**src/rtl/ex_mem_stage_reg.sv**
```systemverilog
`default_nettype none
// ============================================================================
// Module   : ex_mem_stage_reg
// Brief    : EX/MEM pipeline register with a one-entry skid buffer, flush,
//            bubble-gated controls and a saturating stall-cycle counter.
// Revision : 1.0 - initial release
// ============================================================================
module ex_mem_stage_reg #(
    parameter int DATA_W     = 32,
    parameter int REG_ADDR_W = 5,
    parameter int MEMTOREG_W = 2,
    parameter int CNT_W      = 16
) (
    input  logic                  clk,
    input  logic                  reset,
    input  logic                  flush,
    input  logic                  in_valid,
    output logic                  in_ready,
    input  logic [DATA_W-1:0]     pc_in,
    input  logic [DATA_W-1:0]     alu_result,
    input  logic [DATA_W-1:0]     read_data2,
    input  logic [REG_ADDR_W-1:0] instruction_mux,
    input  logic                  regwrite,
    input  logic                  memwrite,
    input  logic                  memread,
    input  logic [MEMTOREG_W-1:0] memtoreg,
    output logic                  out_valid,
    input  logic                  out_ready,
    output logic [DATA_W-1:0]     pc_out,
    output logic [DATA_W-1:0]     alu_result_out,
    output logic [DATA_W-1:0]     read_data2_out,
    output logic [REG_ADDR_W-1:0] instruction_mux_out,
    output logic                  regwrite_out,
    output logic                  memwrite_out,
    output logic                  memread_out,
    output logic [MEMTOREG_W-1:0] memtoreg_out,
    input  logic                  stat_clr,
    output logic [CNT_W-1:0]      stall_cycles
);

    localparam int PW = 3*DATA_W + REG_ADDR_W + 3 + MEMTOREG_W;
    localparam logic [CNT_W-1:0] C_CNT_MAX = '1;

    logic [PW-1:0]    m_q, m_d, s_q, s_d;
    logic             m_valid_q, m_valid_d, s_valid_q, s_valid_d;
    logic [CNT_W-1:0] cnt_q, cnt_d;

    logic [PW-1:0] w_in;
    logic          w_accept, w_drain, w_m_rw, w_m_mw, w_m_mr;

    assign w_in     = {pc_in, alu_result, read_data2, instruction_mux,
                       regwrite, memwrite, memread, memtoreg};
    assign w_accept = in_valid & ~s_valid_q;
    assign w_drain  = m_valid_q & out_ready;

    always_comb begin
        m_d       = m_q;
        s_d       = s_q;
        m_valid_d = m_valid_q;
        s_valid_d = s_valid_q;
        if (flush) begin
            m_valid_d = 1'b0;
            s_valid_d = 1'b0;
        end else if (!m_valid_q || w_drain) begin
            if (s_valid_q) begin
                m_d       = s_q;
                m_valid_d = 1'b1;
                s_valid_d = w_accept;
                if (w_accept) s_d = w_in;
            end else begin
                m_valid_d = w_accept;
                if (w_accept) m_d = w_in;
            end
        end else if (w_accept) begin
            // M is stalled: park the incoming instruction in the skid entry.
            s_d       = w_in;
            s_valid_d = 1'b1;
        end
    end

    always_comb begin
        cnt_d = cnt_q;
        if (stat_clr)
            cnt_d = '0;
        else if (m_valid_q && !out_ready && cnt_q != C_CNT_MAX)
            cnt_d = cnt_q + 1'b1;
    end

    always_ff @(posedge clk or negedge reset) begin
        if (!reset) begin
            m_q       <= '0;
            s_q       <= '0;
            m_valid_q <= 1'b0;
            s_valid_q <= 1'b0;
            cnt_q     <= '0;
        end else begin
            m_q       <= m_d;
            s_q       <= s_d;
            m_valid_q <= m_valid_d;
            s_valid_q <= s_valid_d;
            cnt_q     <= cnt_d;
        end
    end

    assign {pc_out, alu_result_out, read_data2_out, instruction_mux_out,
            w_m_rw, w_m_mw, w_m_mr, memtoreg_out} = m_q;

    // Bubbles must never write memory or the register file.
    assign regwrite_out = w_m_rw & m_valid_q;
    assign memwrite_out = w_m_mw & m_valid_q;
    assign memread_out  = w_m_mr & m_valid_q;
    assign out_valid    = m_valid_q;
    assign in_ready     = ~s_valid_q;
    assign stall_cycles = cnt_q;

endmodule
`default_nettype wire

```
**config.mk**
```make
export PLATFORM = sky130hd
export DESIGN_NAME = ex_mem_stage_reg
export DESIGN_NICKNAME = d
export VERILOG_FILES = /design/src/rtl/ex_mem_stage_reg.sv
export SDC_FILE = /design/constraint.sdc
export NUM_CORES = 1
export LEC_CHECK = 0
export BUFFER_PORTS_ARGS = -buffer_cell sky130_fd_sc_hd__buf_4
export CAP_MARGIN = 20
export CORE_UTILIZATION = 54
export DETAILED_ROUTE_END_ITERATION = 8
export PLACE_DENSITY = 0.8
export SYNTH_ARGS = -nofsm -noshare
export SYNTH_HDL_FRONTEND = slang
export SYNTH_SLANG_ARGS = --single-unit
```
**constraint.sdc**
```tcl
create_clock -name clk -period 2 [get_ports clk]
set_input_delay 0 -clock clk [delete_from_list [all_inputs] [get_ports clk]]
set_output_delay 0 -clock clk [all_outputs]
set_load 0.05 [all_outputs]
```
[After elaboration in Yosys (flattened, before gate mapping)]
Cells that the tools add are included.
Operators by class
  reduce and logical (&&, ||, !) cells: 11
  add/subtract/negate cells: 1
  mux-type cells: 14
  bitwise gates (word level): 7
  equality and inequality tests: 2
Operators by type and width (count)
  $mux 106: 5
  $mux 16: 2
  $add 16x1->16 const B: 1
  $ne 16x16->1 const B: 1
  $mux 1: 7
  $reduce_bool 2->1: 3
  $and 1x1->1: 5
  $reduce_and 3->1: 1
  $reduce_bool 3->1: 1
  $logic_and 1x1->1: 2
  $logic_not 1->1: 2
  $ne 2x2->1 const B: 1
  $not 1->1: 2
  $reduce_and 2->1: 1
  $logic_or 1x1->1: 1
Storage, ports and cells
  logic and storage cells: 40
  output and inout port bits: 124
  register bits: 230

[Depth between registers and ports, before layout]
  depth in word-level cells: 5
  mapped depth: 7
  depth with buffers taken out: 5

[Least setup slack after synthesis]
Ideal clock, no wire load.
  path type: reg2reg
  start point: register cnt_q[0], in the netlist stall_cycles[0]
  end point: register cnt_q[12], in the netlist stall_cycles[12]
  setup slack: -0.044 ns
  data required time: 1.922 ns
  library setup time: 0.078 ns
  clock period less this slack: 2.044 ns
  stages on the path, launching flop included: 6
  data arrival time: 1.966 ns
  cells stage by stage: dfrtp_1 > ha_1 > and3b_1 > nand4_2 > or4_1 > a21oi_1
On the way
  longest elaborated chain between the ends: 3
  elaborated cells between the ends (all ways): 6
Ends and longest elaborated chain
  start: declaration: RTL line 46  | logic [CNT_W-1:0] cnt_q, cnt_d;
  start signal: assignment: RTL line 101  | cnt_q <= cnt_d;
  $add 16x1->16 / $ne 16x16->1 (equally long branches): RTL line 86, 85
  $mux 16 / $logic_and 1x1->1 (equally long branches): RTL line 85  | else if (m_valid_q && !out_ready && cnt_q != C_CNT_MAX)
  $mux 16 / $reduce_bool 2->1 (equally long branches)
Several ways; a longest one is shown, not always the timed one. The select of a mux whose other input is x is not followed.
A chain may end at the register's enable or synchronous reset.

[Worst setup path after layout]
  start point: register cnt_q[0], in the netlist stall_cycles[0]
  end point: register cnt_q[14], in the netlist stall_cycles[14]
Same word-level chain as after synthesis.

==> flow_metrics.tcl <==
set metrics [dict create \
    dieArea_sq_um 20000 \
    critPathCaptureType "register" \
    die_y_um 141 \
    grt_max_degree 83 \
    required_ns 2.42 \
    final_antenna_net_count 0 \
    timing.critical_path.from "stall_cycles[0]" \
    synthCells 893 \
    r2r-end "stall_cycles[14]" \
    core_sq_um 18900 \
    crit_slowest_cell "or4_1" \
    ys_warn_count 0 \
    slowest_delay_ns 0.54 \
    hold_class "primary input to async pin" \
    ys_ff_latch 230 \
    syn_to_final_growth_pct 32.1 \
    synth_edf_count 0 \
    async_reset_ff_frac 1.00 \
    post_drt_wl_per_cell_um 16.8 \
    status "completed" \
    dieWidth_um 141 \
    clk_latency_ns 0.50 \
    reg2regPathDepth 5 \
    fin_ws_ns 0.0987 \
    final.min_clock_period_ns 1.90 \
    drcViolationCount 0 \
    start_util 0.555 \
    netlist_top_cells_area "dfrtp_1 (55%), mux2_2 (12%), mux2i_1 (10%), buf_4 (7.4%), a21oi_1 (5.6%)" \
    worst_pin_slew_ns 0.644 \
    hold_ws_ns 0.0703 \
    io_buffers 235 \
    viasPerCell 5.25 \
    clock_path_buffers 3 \
    antenna_found_initial 3 \
    drv_cap 0 \
    fmax_ghz 0.526 \
    cp.arrival_ns 2.32 \
    worst_clock_skew_ns 0.00983 \
    relSlewSlack 0.570 \
    finalPower_w 0.0142 \
    r2r_slack_ns 0.1 \
    critical_path.cell_chain "ha_1 -> and3b_1 -> nand4_2 -> or4_1 -> a21oi_1" \
    nNetsFinal 1246 \
    rsz0062_at_grt "false" \
    yosysSeqAreaShare 0.549 \
    start_kind "register" \
    synth_most_common_cell "dfrtp_1" \
    finalHoldViolCount 0 \
    synth_area_sq_um 10500 \
    p_leak_nw 6.06 \
    cts_sinks 230 \
    overflow 0 \
    ctsRootBufferMaster "clkbuf_16" \
    netlist_top_cells_count "dfrtp_1 (230), a21oi_1 (117), nor2_1 (112)" \
    drt-total-wl_um 23800 \
    vdd_drop_max_mv 0.883 \
    initialDrtViolationCount 299 \
    power_density_nw_per_um2 1020 \
    cts_tree "yes" \
    setup-violations-final 0 \
    clk_pin_slew_worst_paths_ns 0.06 \
    vias 7419 \
    grt_pass1_wl_um 38500 \
    setup_tns_ns 0 \
    synth.avg_cell_area_sq_um 11.7 \
    yosys.area.top_type "dfrtp_1" \
    synth-main-ff-cell "dfrtp_1" \
    pre_cts_slack_ns 0.139 \
    cts_buffers 24 \
    first_pass_iters 4 \
    path_class "register to register" \
    grt_pass1_vias 7778 \
    path_max_fanout 9 \
    hpwl_um 14000 \
    io_pins 236 \
    drive_gt1_frac 0.354 \
    syn_nets 1006 \
    rows 50 \
    drv_slew 0 \
    htree_levels 1 \
    grtUsageTotal 0.241 \
    final_cells 1414 \
    fin_crit_sh 0.951 \
    dp.cells 1254 \
    rr_startpoint "stall_cycles[0]" \
    place.gp.congestion 0.827 \
    yosysTopAreaCellShare 0.549 \
    yosysUniqueCellTypes 37 \
]
-- placed cells by master, fill, tap and decap left out, types with 3 or more instances in the layout --
cell type,Yosys,final
dfrtp_1,230,227
buf_4,104,242
a21oi_1,117,117
clkbuf_1,22,8
nand2_1,6,6
nor3_1,3,3
nor2_1,112,112
o31ai_1,5,5
dlygate4sd3_1,0,112
buf_12,0,12
mux2_2,108,108
clkbuf_8,0,5
mux2i_1,107,107
clkinv_2,0,3
and2_1,3,3
clkbuf_16,0,25
diode_2,0,3
o21ai_0,3,3
nand3_1,6,5
or4_1,5,5
o311ai_0,3,3
inv_1,5,5
-- sequential cells by signal, indices dropped and copies added (netlist names) --
signal,flops
out_valid,1
m_q,106
s_q,106
stall_cycles,16
s_valid_q,1
-- cell type report --
cell class	instances	area (sq um)
Sequential cell	230	5760
Clock inverter	6	83.8
Clock buffer	38	724
Antenna cell	3	7.51
Tap cell	260	325
Timing Repair Buffer	367	3190
Fill cell	1207	5030
Multi-Input combinational cell	505	3740
Inverter	5	18.8
-- metrics by stage --
step	utilization	instance area [sq um]
floorplan	-	10500
global placement	0.631	11900
detailed placement	0.631	11900
CTS	0.733	13800
global route	0.734	13900
finish	0.734	13900
-- worst max-delay path: cells and delay by family, from the launching register on --
kind	cells	cell delay (ns)
AO/OA/AOI/OAI	1	0.18
adder cells (fa/ha/maj)	1	0.22
flip-flops	1	0.39
AND/OR/NAND/NOR	3	1.03
-- power breakdown --
| group | total, W | internal, W | leakage, nW | switching (W) |
|---|---|---|---|---|
| logic | 0.00361 | 0.00144 | 2.96 | 0.00216 |
| registers | 0.00606 | 0.00556 | 2.71 | 0.000494 |
| clock network | 0.00449 | 0.00274 | 0.398 | 0.00175 |
| total | 0.0142 | 0.00975 | 6.06 | 0.00441 |
-- cell families (layout without fill, tap and decap cells) --
| logic type | after synthesis | in the layout | share of synthesized area |
|---|---|---|---|
| AOI/OAI and AO/OA | 134 | 134 | 0.0677 |
| DFF | 230 | 230 | 0.549 |
| and+or+nand+nor | 155 | 155 | 0.0682 |
| muxes | 215 | 215 | 0.218 |
| other | 0 | 3 | 0 |
| buffers and inverters | 158 | 416 | 0.0964 |
| adders and majority gates | 1 | 1 | 0.00119 |
-- worst max path at each step --
| stage | cells after the start | end |
|---|---|---|
| 5_1_grt | 5 | stall_cycles[8] |
| 6_report | 5 | stall_cycles[14] |
| 3_3_place_gp | 5 | stall_cycles[14] |
| 4_1_cts | 5 | stall_cycles[14] |
| 3_5_place_dp | 5 | stall_cycles[14] |
| 2_1_floorplan | 5 | stall_cycles[13] |
-- routing by layer --
metal	vias to the layer above	track usage	routed length [um]
met4	0	0.0894	778
met2	203	0.436	12400
met1	3673	0.281	9340
met5	-	0	0
li1	3482	-	-
met3	61	0.0516	1250
-- repair_timing --
action	CTS	global route
hold buffers	112	0
gates resized for setup	0	0
endpoints found under the setup margin	0	1
endpoints found under the hold margin	366	0
buffers inserted	0	1
(Power assumes the default switching activity.)
